**config.mk**
```make
export PLATFORM = sky130hd
export DESIGN_NAME = keypad_scanner_flat
export DESIGN_NICKNAME = d
export VERILOG_FILES = /design/src/rtl/keypad_scanner_pkg.sv /design/src/rtl/keypad_scanner_if.sv /design/src/rtl/keypad_scanner_column_driver.sv /design/src/rtl/keypad_scanner.sv /design/src/flat_wrapper.sv
export SDC_FILE = /design/constraint.sdc
export NUM_CORES = 1
export LEC_CHECK = 0
export CORE_ASPECT_RATIO = 1.4
export CORE_UTILIZATION = 58
export DETAILED_ROUTE_END_ITERATION = 7
export GPL_TIMING_DRIVEN = 0
export PLACE_DENSITY = 0.81
export REMOVE_ABC_BUFFERS = 1
export SETUP_SLACK_MARGIN = 0.3
export SLEW_MARGIN = 25
export SYNTH_ARGS = -nofsm -noshare
export SYNTH_HDL_FRONTEND = slang
export SYNTH_SLANG_ARGS = --single-unit
```
**constraint.sdc**
```tcl
create_clock -name clock -period 2.9 [get_ports clock]
set_input_delay 0.435 -clock clock [delete_from_list [all_inputs] [get_ports clock]]
set_output_delay 0.435 -clock clock [all_outputs]
set_load 0.01 [all_outputs]
```
**src/rtl/keypad_scanner_pkg.sv**
```systemverilog
// -----------------------------------------------------------------------------
// keypad_pkg
// Shared types and constants for the 4x4 matrix keypad scanner.
//   KP_ROWS / KP_COLS : keypad geometry
//   key_t             : hex key code, row*4 + col
//   kp_state_t        : press/release tracking FSM states
//   scan_result_t     : outcome of one full scan (no_key flag + code)
//   NO_KEY            : scan result meaning "nothing pressed"
// -----------------------------------------------------------------------------
package keypad_pkg;

    localparam int KP_ROWS = 4;
    localparam int KP_COLS = 4;

    typedef logic [3:0] key_t;

    typedef enum logic [1:0] {
        IDLE,
        DEBOUNCE,
        HELD,
        RELEASE
    } kp_state_t;

    typedef struct packed {
        logic no_key;
        key_t code;
    } scan_result_t;

    localparam scan_result_t NO_KEY = '{no_key: 1'b1, code: 4'h0};

    // Index of the lowest asserted row; lower rows win when several keys in
    // the same column are down.
    function automatic logic [1:0] lowest_row(input logic [KP_ROWS-1:0] hits);
        logic [1:0] idx;
        idx = 2'd0;
        for (int r = KP_ROWS - 1; r >= 0; r--) begin
            if (hits[r]) begin
                idx = 2'(r);
            end
        end
        return idx;
    endfunction

    function automatic key_t make_code(input logic [1:0] row, input logic [1:0] col);
        return {row, col};
    endfunction

endpackage

```
**src/rtl/keypad_scanner_if.sv**
```systemverilog
// -----------------------------------------------------------------------------
// keypad_scanner_if
// Bundles the keypad matrix lines and the key event outputs.
//   row_sense : keypad rows, active-low, asynchronous to the scanner clock
//   col_drive : keypad columns, active-low, one column low at a time
//   key_code  : last accepted key (row*4 + col)
//   key_valid : one-cycle pulse when key_code is newly accepted
//   key_held  : high while the accepted key is considered pressed
// Modports:
//   master : the scanner (drives columns and key events)
//   slave  : the keypad/consumer side (drives rows, observes the rest)
// -----------------------------------------------------------------------------
interface keypad_scanner_if;
    import keypad_pkg::*;

    logic [KP_ROWS-1:0] row_sense;
    logic [KP_COLS-1:0] col_drive;
    key_t               key_code;
    logic               key_valid;
    logic               key_held;

    modport master (
        input  row_sense,
        output col_drive,
        output key_code,
        output key_valid,
        output key_held
    );

    modport slave (
        output row_sense,
        input  col_drive,
        input  key_code,
        input  key_valid,
        input  key_held
    );

endinterface

```
**src/rtl/keypad_scanner_column_driver.sv**
```systemverilog
// -----------------------------------------------------------------------------
// keypad_column_driver
// Slot divider and column sequencer for the keypad scan.
//   clock     : system clock
//   reset     : asynchronous, active-high
//   tick      : high in the last cycle of each column slot (sample point)
//   col       : column currently being driven (valid alongside tick)
//   col_drive : active-low column enables, starts at column 0 (4'b1110)
// Parameter SCAN_DIV: clock cycles per column slot (>= 2).
// -----------------------------------------------------------------------------
module keypad_column_driver
    import keypad_pkg::*;
#(
    parameter int SCAN_DIV = 1000
) (
    input  logic               clock,
    input  logic               reset,
    output logic               tick,
    output logic [1:0]         col,
    output logic [KP_COLS-1:0] col_drive
);

    localparam int                DIV_W    = (SCAN_DIV > 2) ? $clog2(SCAN_DIV) : 1;
    localparam logic [DIV_W-1:0]  DIV_LAST = DIV_W'(SCAN_DIV - 1);

    logic [DIV_W-1:0] div;
    logic [1:0]       col_next;

    assign tick     = (div == DIV_LAST);
    assign col_next = col + 2'd1;

    // col_drive is registered so the next column is driven from the cycle
    // after the tick, giving each column a full slot to settle.
    always_ff @(posedge clock or posedge reset) begin
        if (reset) begin
            div       <= '0;
            col       <= 2'd0;
            col_drive <= 4'b1110;
        end else if (tick) begin
            div       <= '0;
            col       <= col_next;
            col_drive <= ~(KP_COLS'(1) << col_next);
        end else begin
            div       <= div + DIV_W'(1);
        end
    end

endmodule

```
**src/rtl/keypad_scanner.sv**
```systemverilog
// -----------------------------------------------------------------------------
// keypad_scanner
// Scans a 4x4 active-low matrix keypad and reports debounced hex key codes.
// Ports:
//   clock : system clock
//   reset : asynchronous, active-high
//   kp    : keypad_scanner_if.master (row_sense in; col_drive, key_code,
//           key_valid, key_held out)
// Parameters:
//   SCAN_DIV            : cycles per column slot (>= 2, > 2 for clean sampling)
//   DEBOUNCE_SCANS      : identical full-scan results to accept press/release
//   REPEAT_DELAY_SCANS  : scans from accept to first auto-repeat
//   REPEAT_PERIOD_SCANS : scans between later auto-repeats
// Build option:
//   KEYPAD_AUTOREPEAT_EN : when defined, key_valid re-pulses while a key stays
//   held; when undefined there is exactly one key_valid per press and the
//   repeat parameters are ignored.
// -----------------------------------------------------------------------------
module keypad_scanner
    import keypad_pkg::*;
#(
    parameter int SCAN_DIV            = 1000,
    parameter int DEBOUNCE_SCANS      = 4,
    parameter int REPEAT_DELAY_SCANS  = 64,
    parameter int REPEAT_PERIOD_SCANS = 16
) (
    input  logic        clock,
    input  logic        reset,
    keypad_scanner_if.master kp
);

    generate
        if (SCAN_DIV < 2 || DEBOUNCE_SCANS < 1 ||
            REPEAT_DELAY_SCANS < 1 || REPEAT_PERIOD_SCANS < 1) begin : g_bad_params
            $error("keypad_scanner: parameter out of range");
        end
    endgenerate

    localparam int                CNT_W = $clog2(DEBOUNCE_SCANS + 1);
    localparam logic [CNT_W-1:0]  DEB_T = CNT_W'(DEBOUNCE_SCANS);

    // ------------------------------------------------------------------
    // Row synchronizer (2-flop cell). Idle rows read high, so the flops
    // come out of reset as "no key".
    // ------------------------------------------------------------------
    logic [KP_ROWS-1:0] row_meta;
    logic [KP_ROWS-1:0] row_sync;

    always_ff @(posedge clock or posedge reset) begin
        if (reset) begin
            row_meta <= '1;
            row_sync <= '1;
        end else begin
            // NOTE: non-blocking so row_sync takes last cycle's row_meta;
            // blocking here would collapse the two stages into one.
            row_meta <= kp.row_sense;
            row_sync <= row_meta;
        end
    end

    // ------------------------------------------------------------------
    // Column sequencing
    // ------------------------------------------------------------------
    logic               tick;
    logic [1:0]         col;
    logic [KP_COLS-1:0] col_drive;

    keypad_column_driver #(
        .SCAN_DIV (SCAN_DIV)
    ) u_column_driver (
        .clock     (clock),
        .reset     (reset),
        .tick      (tick),
        .col       (col),
        .col_drive (col_drive)
    );

    assign kp.col_drive = col_drive;

    // ------------------------------------------------------------------
    // Scan result: the first hit in a scan is kept, so lower columns win,
    // and lowest_row() breaks ties inside a column.
    // ------------------------------------------------------------------
    logic [KP_ROWS-1:0] row_hit;
    logic               col_hit;
    key_t               col_key;
    logic               scan_done;
    logic               acc_valid;
    key_t               acc_key;
    scan_result_t       scan_result;

    assign row_hit   = ~row_sync;
    assign col_hit   = |row_hit;
    assign col_key   = make_code(lowest_row(row_hit), col);
    assign scan_done = tick && (col == 2'd3);

    // Column 3 is folded in combinationally so the result is ready at the
    // very tick that completes the scan.
    always_comb begin
        // NOTE: default assignment first so no path leaves scan_result
        // unassigned, which would infer a latch.
        scan_result = NO_KEY;
        if (acc_valid) begin
            scan_result = '{no_key: 1'b0, code: acc_key};
        end else if (col_hit) begin
            scan_result = '{no_key: 1'b0, code: col_key};
        end
    end

    always_ff @(posedge clock or posedge reset) begin
        if (reset) begin
            acc_valid <= 1'b0;
            acc_key   <= '0;
        end else if (tick) begin
            if (col == 2'd3) begin
                acc_valid <= 1'b0;
            end else if (!acc_valid && col_hit) begin
                acc_valid <= 1'b1;
                acc_key   <= col_key;
            end
        end
    end

    // ------------------------------------------------------------------
    // Press / release FSM, stepped once per scan result
    // ------------------------------------------------------------------
    kp_state_t          state;
    key_t               cand;
    logic [CNT_W-1:0]   deb_cnt;
    logic [CNT_W-1:0]   rel_cnt;
    logic [CNT_W-1:0]   deb_next;
    logic [CNT_W-1:0]   rel_next;
    key_t               key_code;
    logic               key_valid;
    logic               key_held;

    assign deb_next = deb_cnt + CNT_W'(1);
    assign rel_next = rel_cnt + CNT_W'(1);

`ifdef KEYPAD_AUTOREPEAT_EN
    localparam int               RPT_MAX      = (REPEAT_DELAY_SCANS > REPEAT_PERIOD_SCANS) ?
                                                REPEAT_DELAY_SCANS : REPEAT_PERIOD_SCANS;
    localparam int               RPT_W        = $clog2(RPT_MAX + 1);
    localparam logic [RPT_W-1:0] RPT_DELAY_T  = RPT_W'(REPEAT_DELAY_SCANS);
    localparam logic [RPT_W-1:0] RPT_PERIOD_T = RPT_W'(REPEAT_PERIOD_SCANS);

    // Counts scan results spent in HELD only; RELEASE scans freeze it.
    logic [RPT_W-1:0] rpt_cnt;
    logic [RPT_W-1:0] rpt_next;
    logic             rpt_first;

    assign rpt_next = rpt_cnt + RPT_W'(1);
`else
    // Single key_valid per press: no repeat state exists in this build.
`endif

    always_ff @(posedge clock or posedge reset) begin
        if (reset) begin
            state     <= IDLE;
            cand      <= '0;
            deb_cnt   <= '0;
            rel_cnt   <= '0;
            key_code  <= '0;
            key_valid <= 1'b0;
            key_held  <= 1'b0;
`ifdef KEYPAD_AUTOREPEAT_EN
            rpt_cnt   <= '0;
            rpt_first <= 1'b1;
`endif
        end else begin
            key_valid <= 1'b0;
            if (scan_done) begin
                unique case (state)
                    IDLE: begin
                        if (!scan_result.no_key) begin
                            cand <= scan_result.code;
                            if (DEBOUNCE_SCANS == 1) begin
                                key_code  <= scan_result.code;
                                key_valid <= 1'b1;
                                key_held  <= 1'b1;
                                deb_cnt   <= '0;
                                state     <= HELD;
`ifdef KEYPAD_AUTOREPEAT_EN
                                rpt_cnt   <= '0;
                                rpt_first <= 1'b1;
`endif
                            end else begin
                                deb_cnt <= CNT_W'(1);
                                state   <= DEBOUNCE;
                            end
                        end
                    end

                    DEBOUNCE: begin
                        if (scan_result.no_key) begin
                            deb_cnt <= '0;
                            state   <= IDLE;
                        end else if (scan_result.code != cand) begin
                            cand    <= scan_result.code;
                            deb_cnt <= CNT_W'(1);
                        end else if (deb_next == DEB_T) begin
                            key_code  <= cand;
                            key_valid <= 1'b1;
                            key_held  <= 1'b1;
                            deb_cnt   <= '0;
                            state     <= HELD;
`ifdef KEYPAD_AUTOREPEAT_EN
                            rpt_cnt   <= '0;
                            rpt_first <= 1'b1;
`endif
                        end else begin
                            deb_cnt <= deb_next;
                        end
                    end

                    HELD: begin
                        // Any key keeps the press alive: no rollover to a
                        // second key until everything is released.
                        if (scan_result.no_key) begin
                            if (DEBOUNCE_SCANS == 1) begin
                                key_held <= 1'b0;
                                state    <= IDLE;
                            end else begin
                                rel_cnt <= CNT_W'(1);
                                state   <= RELEASE;
                            end
                        end else begin
`ifdef KEYPAD_AUTOREPEAT_EN
                            if (rpt_next == (rpt_first ? RPT_DELAY_T : RPT_PERIOD_T)) begin
                                key_valid <= 1'b1;
                                rpt_cnt   <= '0;
                                rpt_first <= 1'b0;
                            end else begin
                                rpt_cnt   <= rpt_next;
                            end
`endif
                        end
                    end

                    RELEASE: begin
                        if (scan_result.no_key) begin
                            if (rel_next == DEB_T) begin
                                key_held <= 1'b0;
                                rel_cnt  <= '0;
                                state    <= IDLE;
                            end else begin
                                rel_cnt <= rel_next;
                            end
                        end else begin
                            rel_cnt <= '0;
                            state   <= HELD;
                        end
                    end

                    default: state <= IDLE;
                endcase
            end
        end
    end

    assign kp.key_code  = key_code;
    assign kp.key_valid = key_valid;
    assign kp.key_held  = key_held;

endmodule

```
**src/flat_wrapper.sv**
```systemverilog
// flat-port wrapper written by rule: the top's interface ports become plain ports
module keypad_scanner_flat import keypad_pkg::*;
#(
    parameter int SCAN_DIV            = 1000,
    parameter int DEBOUNCE_SCANS      = 4,
    parameter int REPEAT_DELAY_SCANS  = 64,
    parameter int REPEAT_PERIOD_SCANS = 16
)
  (clock, reset, kp_row_sense, kp_col_drive, kp_key_code, kp_key_valid, kp_key_held);
  keypad_scanner_if kp_i ();
  input  logic clock;
  input  logic reset;
  input wire logic [$bits(kp_i.row_sense)-1:0] kp_row_sense;
  output wire logic [$bits(kp_i.col_drive)-1:0] kp_col_drive;
  output wire logic [$bits(kp_i.key_code)-1:0] kp_key_code;
  output wire logic [$bits(kp_i.key_valid)-1:0] kp_key_valid;
  output wire logic [$bits(kp_i.key_held)-1:0] kp_key_held;
  assign kp_i.row_sense = kp_row_sense;
  assign kp_col_drive = kp_i.col_drive;
  assign kp_key_code = kp_i.key_code;
  assign kp_key_valid = kp_i.key_valid;
  assign kp_key_held = kp_i.key_held;
  keypad_scanner #(.SCAN_DIV(SCAN_DIV), .DEBOUNCE_SCANS(DEBOUNCE_SCANS), .REPEAT_DELAY_SCANS(REPEAT_DELAY_SCANS), .REPEAT_PERIOD_SCANS(REPEAT_PERIOD_SCANS)) u_core (.clock(clock), .reset(reset), .kp(kp_i));
endmodule
```
==> results.sh <==
export IMPL_switching_share_pct=19.56
export IMPL_synth_cells=210
export IMPL_drt_wl_total_microns=4064
export IMPL_ys_types=44
export IMPL_yosysMostFrequentCell="dfrtp_1"
export IMPL_worst_setup_path_type="reg -> reg"
export IMPL_synthToLayoutAreaGrowth_pct=15.76
export IMPL_rows=26
export IMPL_async_flop_share_pct=100.0
export IMPL_final_cells=277
export IMPL_netlist_area_leader_share_pct=38.86
export IMPL_route_detailed_drc=0
export IMPL_post_route_period_util_pct=89.21
export IMPL_peakVddDrop_v=0.0005188
export IMPL_crit_path_start="u_core.u_column_driver.div[0]"
export IMPL_start_util_pct=61.97
export IMPL_critical_path_required_ns=3.09
export IMPL_synth_yosys_seq_area_share_pct=51.32
export IMPL_endpoint_kind="flip-flop"
export IMPL_grt_overflow_total=0
export IMPL_ys_flop_type="dfrtp_1"
export IMPL_dpl_hpwl_microns=2938
export IMPL_pin_count=16
export IMPL_root_buffer="clkbuf_8"
export IMPL_cap_violations=0
export IMPL_power_density_nw_per_um2=433.1
export IMPL_final_hold_viol_count=0
export IMPL_intPower_mw=0.9351
export IMPL_fin_nets=250
export IMPL_grt_max_degree=33
export IMPL_fp_coreArea_sq_um=3741
export IMPL_critPathMaxFanout=5
export IMPL_cp_arrival_ns=2.77
export IMPL_reg2reg_depth=8
export IMPL_rr_endpoint="u_core.kp.key_code[1]"
export IMPL_cts_sinks=47
export IMPL_min_path_type="reg -> reg"
export IMPL_fill_cells=266
export IMPL_combPwrFrac_pct=2.8
export IMPL_cts_tree="built"
export IMPL_status="finished clean"
export IMPL_cts_max_path_buffers=2
export IMPL_cts_reportedPaths_clkPinSlew_ns=0.08
export IMPL_htreeDepth=2
export IMPL_cts_buffers=5
export IMPL_port_buffers=15
export IMPL_layout_min_cycle_time_ns=2.587
export IMPL_gp_congestion=0.8113
export IMPL_synth_area_leader_cell="dfrtp_1"
export IMPL_report_final_slew_viol_count=0
export IMPL_netlist_top_cells_count="36 x dfrtp_1, 25 x nand2_1, 16 x o21ai_0"
export IMPL_synth_edf_count=0
export IMPL_drtPass1Iterations=4
export IMPL_rr_startpoint="u_core.u_column_driver.div[0]"
export IMPL_seq_power_share_pct=57.6
export IMPL_start_kind="flip-flop"
export IMPL_antenna_found_initial=0
export IMPL_wire_per_inst_microns=14.67
export IMPL_grt_first_pass_wirelength_microns=6858
export IMPL_dp_cells=262
export IMPL_antenna_left=0
export IMPL_clock_skew_ns=0.006391
export IMPL_die_area_sq_um=4258
export IMPL_clk_latency_ns=0.30
export IMPL_crit_end="u_core.kp.key_code[1]"
export IMPL_synthTopCellsByArea="dfrtp_1 39%, dfstp_2 12%, ha_1 5.4%"
export IMPL_avgSynthCellArea_sq_um=11.04
export IMPL_drt_iter0_markers=44
export IMPL_fin_ws_ns=0.3129
export IMPL_grt_pass1_vias=1521
export IMPL_clockPowerShare_pct=39.6
export IMPL_slew_headroom_pct=39.77
export IMPL_via_per_inst=5.773
export IMPL_synth_yosys_warnings=0
export IMPL_postSynthRegisterBits=47
export IMPL_total_power_mw=1.162
export IMPL_grt_use_total_pct=20.65
export IMPL_vias=1599
export IMPL_diodes=0
export IMPL_die_w_microns=55.44
export IMPL_setup_viol=0
export IMPL_r2r_slack_ns=0.31
export IMPL_rsz0062_at_grt="no"
export IMPL_fp_dieH_microns=76.81
export IMPL_power_switching_mw=0.2273
export IMPL_worst_pin_slew_ns=0.8965
export IMPL_dp_slack_ns=0.3251
export IMPL_syn_area_sq_um=2318
export IMPL_fmax_mhz=386.5
export IMPL_power_leakage_nw=1.165
export IMPL_drive_above_1_share_pct=19.57
-- final cells by class --
cell class                      instances  area (sq um)  area share (%)
Timing Repair Buffer                   24         230.2           8.578
Clock inverter                          1         30.03           1.119
Sequential cell                        47          1190           44.34
Clock buffer                            7         76.32           2.844
Inverter                                8         30.03           1.119
Multi-Input combinational cell        148          1075           40.05
Tap cell                               42         52.55           1.958
-- metal layers --
metal  vias to the layer above  wire length [microns]  track usage (%)
li1                        794                      -                -
met3                         8                     81            4.553
met5                         -                      0                0
met4                         0                     86            7.500
met1                       775                   1634            24.57
met2                        22                   2262            36.27
-- power groups by stage --
stage,registers (mW),clock network [mW],logic [mW]
floorplan,0.681,0,0.0183
global placement,0.682,0,0.0296
detailed placement,0.682,0,0.0338
CTS,0.670,0.478,0.0339
global route,0.671,0.498,0.0376
finish,0.670,0.460,0.0327
-- worst max-delay path: stages, from the launching register on --
cell      delay [ns]
dfrtp_1         0.39
ha_2            0.22
nand4b_1        0.21
nor4_4          0.43
buf_4           0.21
nand4_1         0.16
nor4_4          0.35
buf_4           0.18
mux2_2          0.33
-- sequential cells by signal, summed over array words and instances, names as in the netlist, named ones only --
register and flops:
u_core.acc_key 4, u_core.kp.key_valid 1, u_core.row_sync 4, u_core.kp.key_held 1
u_core.rel_cnt 3, u_core.u_column_driver.div 10, u_core.state 1, u_core.row_meta 4
u_core.cand 4, u_core.u_column_driver.col_drive 4, u_core.acc_valid 1, u_core.u_column_driver.col 2
u_core.deb_cnt 3, u_core.kp.key_code 4
-- worst min path at each step --
stage | startpoint | end | slack, ns | cells past startpoint
final | u_core.row_meta[0] | u_core.row_sync[0] | 0.36 | 0
after global routing | u_core.row_meta[0] | u_core.row_sync[0] | 0.37 | 0
after floorplan | u_core.row_meta[0] | u_core.row_sync[0] | 0.35 | 0
after detailed placement | u_core.row_meta[0] | u_core.row_sync[0] | 0.35 | 0
after CTS | u_core.row_meta[0] | u_core.row_sync[0] | 0.36 | 0
after global placement | u_core.row_meta[1] | u_core.row_sync[1] | 0.35 | 0
-- placed cells by master, fill, tap and decap left out, types with 3 or more instances in the layout --
| cell | count |
|---|---|
| mux2_2 | 9 |
| dfrtp_1 | 36 |
| xor2_1 | 6 |
| o21ai_0 | 16 |
| a31oi_1 | 4 |
| clkbuf_8 | 5 |
| ha_1 | 9 |
| and3_1 | 4 |
| nand4_1 | 3 |
| dfstp_2 | 11 |
| nor2_1 | 12 |
| xnor2_1 | 4 |
| o31ai_1 | 3 |
| nand2_1 | 25 |
| a21oi_1 | 5 |
| buf_4 | 8 |
| nor4_1 | 3 |
| clkdlybuf4s50_1 | 15 |
| nand3_1 | 8 |
| nor3_1 | 5 |
| nand2b_1 | 3 |
| inv_1 | 7 |
-- cells by family after synthesis --
logic type	share of synthesized area [%]
adders and majority gates	5.397
AOI/OAI and AO/OA	13.55
and+or+nand+nor	16.89
xor gates and xnor gates	4.965
buffers and inverters	3.076
muxes	4.803
DFF	51.32
-- what timing repair did --
action	in CTS	in global routing
buffers inserted	0	7
hold buffers	0	0
setup endpoints to repair	0	4
resized for setup	0	3
-- metrics by stage --
step | utilization [%] | setup TNS, ns | cell area (sq um) | hold WS, ns
final | 71.74 | 0 | 2684 | 0.3596
after global routing | 71.74 | 0 | 2684 | 0.3657
after detailed placement | 67.12 | 0 | 2511 | 0.3509
after floorplan | - | 0 | 2277 | 0.3452
after global placement | 66.29 | -1.347 | 2480 | 0.3453
after CTS | 69.97 | 0 | 2618 | 0.3629
No activity file was read; power rests on OpenSTA's default activity.
